<file path="src/rtl/pipeline_pkg.sv">
// Shared pipeline definitions: control-bus bit layout and ID/EX FSM states.
package pipeline_pkg;

  localparam int CTRL_W     = 9;
  localparam int REG_WRITE  = 0;
  localparam int MEM_TO_REG = 1;
  localparam int MEM_READ   = 2;
  localparam int MEM_WRITE  = 3;
  localparam int ALU_SRC    = 4;
  localparam int REG_DST    = 5;
  localparam int ALU_OP_LSB = 6;
  localparam int ALU_OP_MSB = 8;

  typedef enum logic [1:0] {
    RUN    = 2'd0,
    DRAIN  = 2'd1,
    HALTED = 2'd2
  } state_t;

endpackage

</file>
<file path="src/rtl/hazard_detect.sv">
// Load-use hazard detection between the load in EX and the instruction in ID.
module hazard_detect #(
  parameter int W = 5
) (
  input  logic         i_valid_ex,
  input  logic         i_mem_read_ex,
  input  logic [W-1:0] i_rt_ex,
  input  logic         i_valid_id,
  input  logic         i_alu_src_id,
  input  logic         i_mem_write_id,
  input  logic [W-1:0] i_rs_id,
  input  logic [W-1:0] i_rt_id,
  output logic         o_haz
);

  logic uses_rt;
  logic rs_hit;
  logic rt_hit;

  always_comb begin
    uses_rt = !i_alu_src_id | i_mem_write_id;
    rs_hit  = (i_rt_ex == i_rs_id);
    rt_hit  = (i_rt_ex == i_rt_id) & uses_rt;
    // $0 is hardwired, so a load to it can never be consumed
    o_haz   = i_valid_ex & i_mem_read_ex
            & (i_rt_ex != '0) & i_valid_id
            & (rs_hit | rt_hit);
  end

endmodule

</file>
<file path="src/rtl/id_ex_stage_reg.sv">
// ID/EX pipeline register with load-use stall, flush and halt drain.
// Optional perf counters: define ID_EX_PERF_CNT_EN.
module id_ex_stage_reg
  import pipeline_pkg::*;
#(
  parameter int B      = 32,
  parameter int W      = 5,
  parameter int CTRL_W = 9
) (
  input  logic              i_clk,
  input  logic              i_reset,
  input  logic              i_valid_ID,
  input  logic              i_halt_ID,
  input  logic [CTRL_W-1:0] i_ctrl_ID,
  input  logic [B-1:0]      i_read_data_1,
  input  logic [B-1:0]      i_read_data_2,
  input  logic [B-1:0]      i_imm_ID,
  input  logic [W-1:0]      i_rs_ID,
  input  logic [W-1:0]      i_rt_ID,
  input  logic [W-1:0]      i_rd_ID,
  input  logic              i_flush,
  output logic              o_stall,
  output logic              o_valid_EX,
  output logic [CTRL_W-1:0] o_ctrl_EX,
  output logic [B-1:0]      o_read_data_1_EX,
  output logic [B-1:0]      o_read_data_2_EX,
  output logic [B-1:0]      o_imm_EX,
  output logic [W-1:0]      o_rs_EX,
  output logic [W-1:0]      o_rt_EX,
  output logic [W-1:0]      o_rd_EX,
  output logic              o_halted
`ifdef ID_EX_PERF_CNT_EN
  ,
  output logic [31:0]       o_stall_cnt,
  output logic [31:0]       o_flush_cnt
`endif
);

  state_t            state_q, state_d;
  logic [1:0]        cnt_q, cnt_d;
  logic              valid_q, valid_d;
  logic [CTRL_W-1:0] ctrl_q, ctrl_d;
  logic [B-1:0]      rd1_q, rd1_d;
  logic [B-1:0]      rd2_q, rd2_d;
  logic [B-1:0]      imm_q, imm_d;
  logic [W-1:0]      rs_q, rs_d;
  logic [W-1:0]      rt_q, rt_d;
  logic [W-1:0]      rd_q, rd_d;
  logic              haz;
  logic              stall;
  logic              bubble;

  hazard_detect #(.W(W)) u_haz (
    .i_valid_ex     (valid_q),
    .i_mem_read_ex  (ctrl_q[MEM_READ]),
    .i_rt_ex        (rt_q),
    .i_valid_id     (i_valid_ID),
    .i_alu_src_id   (i_ctrl_ID[ALU_SRC]),
    .i_mem_write_id (i_ctrl_ID[MEM_WRITE]),
    .i_rs_id        (i_rs_ID),
    .i_rt_id        (i_rt_ID),
    .o_haz          (haz)
  );

  always_comb begin
    stall   = ((state_q == RUN) & haz & !i_flush)
            | (state_q == HALTED);
    // anything outside RUN is killed on its way into EX
    bubble  = stall | i_flush | (state_q != RUN);
    state_d = state_q;
    cnt_d   = cnt_q;
    valid_d = i_valid_ID & !bubble;
    ctrl_d  = bubble ? '0 : i_ctrl_ID;
    rd1_d   = i_read_data_1;
    rd2_d   = i_read_data_2;
    imm_d   = i_imm_ID;
    rs_d    = i_rs_ID;
    rt_d    = i_rt_ID;
    rd_d    = i_rd_ID;
    unique case (1'b1)
      (state_q == RUN): begin
        if (!bubble & i_valid_ID & i_halt_ID) begin
          state_d = DRAIN;
          cnt_d   = 2'd0;
        end
      end
      (state_q == DRAIN): begin
        cnt_d = cnt_q + 2'd1;
        if (cnt_q == 2'd2) state_d = HALTED;
      end
      default: ;
    endcase
  end

  always_ff @(posedge i_clk) begin
    if (i_reset) begin
      state_q <= RUN;
      cnt_q   <= '0;
      valid_q <= 1'b0;
      ctrl_q  <= '0;
      rd1_q   <= '0;
      rd2_q   <= '0;
      imm_q   <= '0;
      rs_q    <= '0;
      rt_q    <= '0;
      rd_q    <= '0;
    end else begin
      state_q <= state_d;
      cnt_q   <= cnt_d;
      valid_q <= valid_d;
      ctrl_q  <= ctrl_d;
      rd1_q   <= rd1_d;
      rd2_q   <= rd2_d;
      imm_q   <= imm_d;
      rs_q    <= rs_d;
      rt_q    <= rt_d;
      rd_q    <= rd_d;
    end
  end

`ifdef ID_EX_PERF_CNT_EN
  logic [31:0] stall_cnt_q, stall_cnt_d;
  logic [31:0] flush_cnt_q, flush_cnt_d;

  always_comb begin
    stall_cnt_d = stall_cnt_q;
    flush_cnt_d = flush_cnt_q;
    if (stall & (state_q == RUN))
      stall_cnt_d = stall_cnt_q + 32'd1;
    if (i_flush)
      flush_cnt_d = flush_cnt_q + 32'd1;
  end

  always_ff @(posedge i_clk) begin
    if (i_reset) begin
      stall_cnt_q <= '0;
      flush_cnt_q <= '0;
    end else begin
      stall_cnt_q <= stall_cnt_d;
      flush_cnt_q <= flush_cnt_d;
    end
  end

  assign o_stall_cnt = stall_cnt_q;
  assign o_flush_cnt = flush_cnt_q;
`endif

  assign o_stall          = stall;
  assign o_valid_EX       = valid_q;
  assign o_ctrl_EX        = ctrl_q;
  assign o_read_data_1_EX = rd1_q;
  assign o_read_data_2_EX = rd2_q;
  assign o_imm_EX         = imm_q;
  assign o_rs_EX          = rs_q;
  assign o_rt_EX          = rt_q;
  assign o_rd_EX          = rd_q;
  assign o_halted         = (state_q == HALTED);

endmodule

</file>
<file path="config.mk">
export PLATFORM = sky130hd
export DESIGN_NAME = id_ex_stage_reg
export DESIGN_NICKNAME = d
export VERILOG_FILES = /design/src/rtl/pipeline_pkg.sv /design/src/rtl/hazard_detect.sv /design/src/rtl/id_ex_stage_reg.sv
export SDC_FILE = /design/constraint.sdc
export NUM_CORES = 1
export LEC_CHECK = 0
export CAP_MARGIN = 20
export CORE_MARGIN = 10
export CORE_UTILIZATION = 60
export CTS_BUF_LIST = sky130_fd_sc_hd__clkbuf_16
export DETAILED_ROUTE_END_ITERATION = 12
export DONT_BUFFER_PORTS = 1
export GPL_ROUTABILITY_DRIVEN = 0
export HOLD_SLACK_MARGIN = 0.06
export PLACE_DENSITY = 0.8
export SYNTH_ARGS = -nofsm -noshare
export SYNTH_HDL_FRONTEND = slang
export SYNTH_SLANG_ARGS = --single-unit
</file>
<file path="constraint.sdc">
create_clock -name i_clk -period 3.3 [get_ports i_clk]
set_input_delay 0.825 -clock i_clk [delete_from_list [all_inputs] [get_ports i_clk]]
set_output_delay 0.825 -clock i_clk [all_outputs]
set_load 0.005 [all_outputs]
</file>
==> flow_metrics.env, run 1 <==
export IMPL_status="finished, final reports clean"
export IMPL_via_per_inst=5.09
export IMPL_ctsLongestPathBuffers=2
export IMPL_synth_edf_count=0
export IMPL_port_buffers=0
export IMPL_synth_fa_ha_area_share_pct=0.344
export IMPL_drc=0
export IMPL_layout_setup_ws_ns=0.805
export IMPL_dp_hpwl_mm=7.54
export IMPL_ant_nets=0
export IMPL_netlist_area_leader_share_pct=68.9
export IMPL_antenna_found_initial=0
export IMPL_synth_most_common_cell="dfxtp_1"
export IMPL_final_core_util_pct=73.3
export IMPL_path_class="reg2out"
export IMPL_syn_nets=430
export IMPL_path_clk_slew_ns=0.06
export IMPL_h_tree_depth=4
export IMPL_synthDistinctLibCells=26
export IMPL_min_period_ns=2.50
export IMPL_layout_drive_gt1_share_pct=10.9
export IMPL_io_pins=248
export IMPL_antenna_cells=0
export IMPL_hp_class="reg2reg"
export IMPL_relSlewSlack_pct=74.0
export IMPL_dp_cells=365
export IMPL_synthSimpleGateAreaFrac_pct=23.5
export IMPL_p_leak_nw=1.71
export IMPL_wl_per_cell_microns=24.5
export IMPL_synthXorXnorAreaFrac_pct=2.41
export IMPL_holdBufCountCts=0
export IMPL_setup_tns_ns=0
export IMPL_core_sq_um=5890
export IMPL_finalSetupViolations=0
export IMPL_synth_area_leaders="dfxtp_1 69%, nor2b_1 19%, xnor2_1 2.4%"
export IMPL_grt_usage_pct=19.3
export IMPL_clock_latency_ns=0.39
export IMPL_die_x_microns=97.8
export IMPL_skew_ns=0.00619
export IMPL_cts_setup_buffers=0
export IMPL_grt_pass1_vias=2162
export IMPL_drt_wl_total_mm=9.73
export IMPL_hold_slack_ns=0.488
export IMPL_p_per_area_nw_per_um2=858
export IMPL_fin_cells=397
export IMPL_ys_seq_elements=125
export IMPL_die_y_microns=97.8
export IMPL_synth_seq_area_share_pct=68.9
export IMPL_grt_max_degree=119
export IMPL_synth_warnings=0
export IMPL_first_pass_iters=4
export IMPL_tritoncts="built"
export IMPL_crit_path_start_kind="flop"
export IMPL_fill_cells=400
export IMPL_nNetsFinal=435
export IMPL_crit_required_ns=2.47
export IMPL_rows=28
export IMPL_cp_end_kind="output pin"
export IMPL_place_ws_ns=0.875
export IMPL_cts_sinks=125
export IMPL_ys_top_cells_by_count="125 x dfxtp_1, 112 x nor2b_1, 12 x clkbuf_1"
export IMPL_rsz0062_at_grt="false"
export IMPL_finalCritPeriodShare_pct=75.6
export IMPL_grt_pass1_wl_mm=13.9
export IMPL_cp_arrival_ns=1.67
export IMPL_slew_viol_final=0
export IMPL_area_growth_pct=18.8
export IMPL_synthArstFlopShare_pct=0
export IMPL_via_count=2019
export IMPL_clockRootBuffer="clkbuf_16"
export IMPL_muxShareOfSynthArea_pct=0
export IMPL_floorplan_initialDensity_pct=61.7
export IMPL_ctsResizeCount=0
export IMPL_worst_pin_slew_ns=0.388
export IMPL_cts_buffers=17
export IMPL_critPathMaxFanout=5
export IMPL_first_iter_violations=47
export IMPL_design_area_sq_um=4320
export IMPL_netlist_instances=304
export IMPL_hold_viol=0
export IMPL_p_total_mw=3.70
export IMPL_synth_compound_area_share_pct=2.82
export IMPL_syn_area_per_cell_sq_um=12.0
export IMPL_yosysTopAreaCell="dfxtp_1"
export IMPL_place_area_sq_um=3670
export IMPL_peakVddDrop_mv=0.512
export IMPL_die_area_sq_um=9570
export IMPL_ys_flop_type="dfxtp_1"
export IMPL_synth_area_sq_um=3630
export IMPL_cap_violations=0
export IMPL_fmax_ghz=0.401
export IMPL_grt_overflow=0
export IMPL_synth_top_family_by_area="simple AND/OR/NAND/NOR gates"
==> power breakdown <==
part | switching, mW | leakage, nW | internal, mW
Sequential | 0.0570 | 1.04 | 1.59
Combinational | 0.0308 | 0.362 | 0.0523
Clock | 0.632 | 0.310 | 1.34
Total | 0.720 | 1.71 | 2.98
==> critical path: stages, from the launching register on <==
cell and delay [ns]:
dfxtp_1 0.46, xnor2_1 0.19, nand3_1 0.15, o22ai_2 0.28, a21o_1 0.19
==> final cells by class <==
cell class	count	area [sq um]	share of cell area (%)
clock inverter	15	220	5.10
sequential	125	2500	58.0
tap	75	93.8	2.17
inverter	5	18.8	0.435
multi-input combinational	160	1050	24.4
clock buffer	17	425	9.86
==> state kept, by name, summed over array words and instances (netlist names) <==
name and flops:
o_valid_EX 1, o_imm_EX 32, o_rd_EX 5, o_rt_EX 5, cnt_q 2, o_ctrl_EX 9
o_read_data_1_EX 32, o_read_data_2_EX 32, o_rs_EX 5, state_q 2
==> routing by layer <==
layer	vias to the layer above	part of all wire, %	GRT usage, %
met5	-	0	0
met1	904	33	16.7
met2	157	53	34.0
li1	953	-	-
met4	0	0.59	6.71
met3	5	14	13.9
==> final timing paths <==
check / from / endpoint / slack [ns] / depth (start not counted)
hold / removal: cnt_q[1] / cnt_q[1] / 0.49 / 2
hold reg to reg: cnt_q[1] / cnt_q[1] / 0.49 / 2
setup reg to reg: o_rt_EX[0] / cnt_q[1] / 1.73 / 5
setup / recovery: o_rt_EX[0] / o_stall / 0.80 / 4
==> logic make-up after synthesis <==
logic type / after synthesis
XOR/XNOR: 10
AO/OA/AOI/OAI: 11
buffers and inverters: 19
AND/OR/NAND/NOR: 138
adder cells (fa/ha/maj): 1
flip-flops: 125
==> cell usage in the layout (no fill, tap or decap), types with 2 or more instances in the layout <==
master,n
dfxtp_1,125
nor2b_1,112
clkbuf_16,17
xnor2_1,10
and2_1,10
inv_1,6
bufinv_16,5
nor2_1,3
nand3_1,3
nand2_1,3
clkinv_4,3
nand4_1,2
o21ai_0,2
nor3_1,2
a21oi_2,2
clkinv_1,2
inv_6,2
clkinvlp_4,2
Note: power is estimated with default switching activity, not from simulation.
==> run 2, diff against run 1 <==
==> constraint.sdc (replaced) <==
create_clock -name i_clk -period 2.6 [get_ports i_clk]
set_input_delay 0.65 -clock i_clk [delete_from_list [all_inputs] [get_ports i_clk]]
set_output_delay 0.65 -clock i_clk [all_outputs]
set_load 0.005 [all_outputs]
==> run 2 against run 1 <==
Combinational power grew 26%. Highest routed layer unchanged. Critical endpoint unchanged. Largest power group unchanged. Wire length down 2.1%. Power up 24%. Via count fell by 0.84%. Non-clock buffer count did not move. Largest cell class unchanged.
==> flow_metrics.env, run 2 (synthesis results as in run 1) <==
export IMPL_status="finished, final reports clean"
export IMPL_wl_per_cell_microns=24.0
export IMPL_reg2reg_slack_ns=1.05
export IMPL_ctsResizeCount=0
export IMPL_grt_usage_pct=19.2
export IMPL_grt_max_degree=119
export IMPL_cp_arrival_ns=1.65
export IMPL_first_iter_violations=37
export IMPL_rsz0062_at_grt="false"
export IMPL_peakVddDrop_mv=0.662
export IMPL_final_core_util_pct=72.9
export IMPL_cts_buffers=17
export IMPL_critPathMaxFanout=5
export IMPL_layout_drive_gt1_share_pct=11.5
export IMPL_floorplan_initialDensity_pct=61.7
export IMPL_cp_end_kind="output pin"
export IMPL_antenna_cells=0
export IMPL_antenna_found_initial=0
export IMPL_die_y_microns=97.8
export IMPL_nNetsFinal=435
export IMPL_reg2reg_from="o_rt_EX[0]"
export IMPL_ant_nets=0
export IMPL_final_common_cell="dfxtp_1"
export IMPL_finalCritPeriodShare_pct=88.5
export IMPL_port_buffers=0
export IMPL_r2r_cells=5
export IMPL_grt_pass1_wl_mm=13.9
export IMPL_cap_violations=0
export IMPL_via_count=2002
export IMPL_crit_path_start_kind="flop"
export IMPL_finalSetupViolations=0
export IMPL_first_pass_iters=4
export IMPL_grt_overflow=0
export IMPL_drt_wl_total_mm=9.53
export IMPL_clock_latency_ns=0.39
export IMPL_holdPathEnd="o_imm_EX[18]"
export IMPL_min_period_ns=2.30
export IMPL_final_cell_mix="125 x dfxtp_1, 112 x nor2b_1, 17 x clkbuf_16"
export IMPL_holdBufCountCts=0
export IMPL_io_pins=248
export IMPL_path_clk_slew_ns=0.06
export IMPL_die_area_sq_um=9570
export IMPL_p_total_mw=4.60
export IMPL_place_ws_ns=0.514
export IMPL_hold_viol=0
export IMPL_min_path_cells=1
export IMPL_skew_ns=0.00959
export IMPL_cts_setup_buffers=0
export IMPL_core_sq_um=5890
export IMPL_slew_viol_final=0
export IMPL_via_per_inst=5.04
export IMPL_worst_pin_slew_ns=0.390
export IMPL_rows=28
export IMPL_setup_tns_ns=0
export IMPL_clockRootBuffer="clkbuf_16"
export IMPL_area_growth_pct=18.1
export IMPL_hp_class="in2reg"
export IMPL_hold_slack_ns=0.334
export IMPL_drc=0
export IMPL_cts_sinks=125
export IMPL_die_x_microns=97.8
export IMPL_tritoncts="built"
export IMPL_rr_endpoint="o_ctrl_EX[0]"
export IMPL_layout_setup_ws_ns=0.299
export IMPL_h_tree_depth=4
export IMPL_holdCritStartpoint="i_reset"
export IMPL_fmax_ghz=0.435
export IMPL_path_class="reg2out"
export IMPL_p_per_area_nw_per_um2=1070
export IMPL_dp_hpwl_mm=7.51
export IMPL_p_leak_nw=1.70
export IMPL_relSlewSlack_pct=73.8
export IMPL_grt_pass1_vias=2192
export IMPL_crit_required_ns=1.95
export IMPL_ctsLongestPathBuffers=2
## run 2: final cells by class
| cell class | count | area, sq um |
|---|---|---|
| fill | 389 | 1590 |
| sequential | 125 | 2500 |
| multi-input combinational | 160 | 1050 |
| clock buffer | 17 | 425 |
| inverter | 5 | 18.8 |
| tap | 75 | 93.8 |
| clock inverter | 15 | 196 |
## run 2: how the worst max path moves through the flow
| stage | to | cells past startpoint | startpoint | slack [ns] |
|---|---|---|---|---|
| 2_1_floorplan | o_stall | 4 | i_rt_ID[3] | 0.65 |
| 3_3_place_gp | o_stall | 4 | i_rt_ID[3] | 0.53 |
| 3_5_place_dp | o_stall | 4 | i_rt_ID[3] | 0.51 |
| 4_1_cts | o_stall | 4 | o_rt_EX[0] | 0.28 |
| 5_1_grt | o_stall | 4 | o_rt_EX[1] | 0.20 |
| 6_report | o_stall | 4 | o_rt_EX[0] | 0.30 |
## run 2: worst max-delay path, stage by stage (launching register included)
cell     delay, ns
dfxtp_1       0.45
xnor2_1       0.15
nand4_1       0.12
o22ai_2       0.34
a21o_1        0.20
## run 2: report_power, final
group | internal, mW | total [mW] | switching (mW)
combinational | 0.0664 | 0.105 | 0.0389
sequential | 2.02 | 2.09 | 0.0711
clock | 1.60 | 2.41 | 0.805
## run 2: metal layers
layer	routed length, microns	vias up	track usage, %
met5	0	-	0
met4	81	0	7.72
li1	-	949	-
met2	4890	150	32.4
met1	3190	898	17.0
met3	1360	5	14.5
## run 2: through the flow
step / instance area [sq um] / std cells
2_1_floorplan: 3630 / 304
3_3_place_gp: 3670 / 365
3_5_place_dp: 3670 / 365
4_1_cts: 4290 / 397
5_1_grt: 4290 / 397
6_report: 4290 / 397
==> run 3, diff against run 2 <==
--- a/config.mk
+++ b/config.mk
@@ -7,13 +7,14 @@
 export LEC_CHECK = 0
 export CAP_MARGIN = 20
 export CORE_MARGIN = 10
-export CORE_UTILIZATION = 60
+export CORE_UTILIZATION = 44
 export CTS_BUF_LIST = sky130_fd_sc_hd__clkbuf_16
 export DETAILED_ROUTE_END_ITERATION = 12
 export DONT_BUFFER_PORTS = 1
 export GPL_ROUTABILITY_DRIVEN = 0
 export HOLD_SLACK_MARGIN = 0.06
-export PLACE_DENSITY = 0.8
+export PLACE_DENSITY = 0.63
+export SKIP_LAST_GASP = 1
 export SYNTH_ARGS = -nofsm -noshare
 export SYNTH_HDL_FRONTEND = slang
 export SYNTH_SLANG_ARGS = --single-unit
==> run 3 against run 2 <==
Power is essentially flat. Via count shrank 0.85%. Count of clock-buffer cells in the layout is the same. Clock skew shrank 0.0040 ns. Hold slack lost 0.0069 ns. Flip-flop and latch count is the same. Clock power is essentially flat. Core utilization shrank 20 points. Global-route usage shrank 5.1 points. Critical path depth is the same. Final area grew 0.93%. Die area grew 28%. Critical endpoint unchanged. Largest power group unchanged.
==> flow_metrics.env, run 3 (synthesis results as in run 1) <==
export IMPL_p_total_mw=4.61
export IMPL_grt_overflow=0
export IMPL_dp_cells=395
export IMPL_slew_viol_final=0
export IMPL_clockRootBuffer="clkbuf_16"
export IMPL_crit_cells=4
export IMPL_rr_endpoint="cnt_q[1]"
export IMPL_final_cell_mix="125 x dfxtp_1, 112 x nor2b_1, 17 x clkbuf_16"
export IMPL_nNetsFinal=435
export IMPL_relSlewSlack_pct=76.0
export IMPL_swShare_pct=20.0
export IMPL_path_clk_slew_ns=0.06
export IMPL_core_sq_um=8130
export IMPL_port_buffers=0
export IMPL_h_tree_depth=4
export IMPL_grt_usage_pct=14.1
export IMPL_layout_drive_gt1_share_pct=10.9
export IMPL_cts_buffers=17
export IMPL_reg2reg_from="o_rt_EX[2]"
export IMPL_holdBufCountCts=0
export IMPL_dp_hpwl_mm=7.08
export IMPL_place_ws_ns=0.499
export IMPL_die_area_sq_um=12300
export IMPL_cpMaxStageDelayCell="dfxtp_1"
export IMPL_die_x_microns=111
export IMPL_p_leak_nw=1.71
export IMPL_antenna_found_initial=1
export IMPL_drt_wl_total_mm=9.03
export IMPL_worst_pin_slew_ns=0.357
export IMPL_cp_end_kind="output pin"
export IMPL_switching_power_mw=0.919
export IMPL_peakVddDrop_mv=0.469
export IMPL_holdCritStartpoint="i_reset"
export IMPL_crit_required_ns=1.95
export IMPL_clock_latency_ns=0.39
export IMPL_final_core_util_pct=53.3
export IMPL_critPathMaxFanout=5
export IMPL_rsz0062_at_grt="false"
export IMPL_cp_arrival_ns=1.66
export IMPL_status="finished, final reports clean"
export IMPL_clkPwrFrac_pct=52.4
export IMPL_wl_per_cell_microns=21.1
export IMPL_cp_top_family="compound AO/OA/AOI/OAI gates"
export IMPL_ctsResizeCount=0
export IMPL_setup_tns_ns=0
export IMPL_hp_class="in2reg"
export IMPL_place_area_sq_um=3710
export IMPL_layout_setup_ws_ns=0.290
export IMPL_min_period_ns=2.31
export IMPL_p_per_area_nw_per_um2=1060
export IMPL_seqPwrFrac_pct=45.4
export IMPL_finalCritPeriodShare_pct=88.8
export IMPL_path_class="reg2out"
export IMPL_drc=0
export IMPL_crit_chain="xnor2_1 -> nand4_1 -> o22ai_2 -> a21o_1"
export IMPL_hold_viol=0
export IMPL_critPathMaxStageDelay_ns=0.45
export IMPL_path_buf_inv=0
export IMPL_crit_path_start_kind="flop"
export IMPL_ff_latch_area_sq_um=2500
export IMPL_ctsLongestPathBuffers=2
export IMPL_floorplan_initialDensity_pct=44.7
export IMPL_rows=33
export IMPL_r2r_cells=5
export IMPL_first_iter_violations=53
export IMPL_cap_violations=0
export IMPL_design_area_sq_um=4330
export IMPL_cts_setup_buffers=0
export IMPL_holdPathEnd="o_imm_EX[4]"
export IMPL_via_per_inst=4.64
export IMPL_die_y_microns=111
export IMPL_ant_nets=0
export IMPL_skew_ns=0.00556
export IMPL_via_count=1985
export IMPL_p_comb_share_pct=2.2
export IMPL_tritoncts="built"
export IMPL_fill_cells=706
export IMPL_grt_pass1_wl_mm=13.3
export IMPL_multiInputGateArea_sq_um=1050
export IMPL_intPower_mw=3.69
export IMPL_finalSetupViolations=0
export IMPL_fin_cells=428
export IMPL_grt_pass1_vias=2157
export IMPL_area_growth_pct=19.2
export IMPL_cts_sinks=125
export IMPL_final_common_cell="dfxtp_1"
export IMPL_grt_max_degree=119
export IMPL_min_path_cells=1
export IMPL_hold_slack_ns=0.327
export IMPL_reg2reg_slack_ns=1.06
export IMPL_fmax_ghz=0.433
export IMPL_first_pass_iters=4
export IMPL_io_pins=248
## run 3: worst reg2reg max path: cells and delay by family, from the launching register on
family,cells,cell delay (ns)
DFF,1,0.45
xor gates and xnor gates,1,0.15
AOI/OAI and AO/OA,3,0.72
and+or+nand+nor,1,0.12
## run 3: how the worst max path moves through the flow
stage	start	to	slack [ns]
after floorplan	i_rt_ID[3]	o_stall	0.65
after global placement	i_rt_ID[4]	o_stall	0.49
after detailed placement	i_rt_ID[3]	o_stall	0.50
after CTS	o_rt_EX[2]	o_stall	0.24
after global routing	o_rt_EX[2]	o_stall	0.17
final	o_rt_EX[2]	o_stall	0.29
## run 3: layer usage
layer	wire length [microns]	GRT usage [%]	part of all wire [%]
met5	0	0	0
met4	83	4.95	0.92
met3	1470	12.0	16
met2	4290	22.2	48
met1	3180	13.3	35
## run 3: cell type report
type / count / area share, %
sequential: 125 / 57.8
multi-input combinational: 160 / 24.4
clock buffer: 17 / 9.82
clock inverter: 15 / 4.53
tap: 105 / 3.03
inverter: 5 / 0.433
antenna: 1 / 0.0578
## run 3: power by group through the flow
stage	Combinational, mW	Clock [mW]	Sequential [mW]
2_1_floorplan	0.116	0	2.10
3_3_place_gp	0.102	0	2.13
3_5_place_dp	0.106	0	2.13
4_1_cts	0.106	2.47	2.09
5_1_grt	0.118	2.57	2.10
6_report	0.103	2.41	2.09
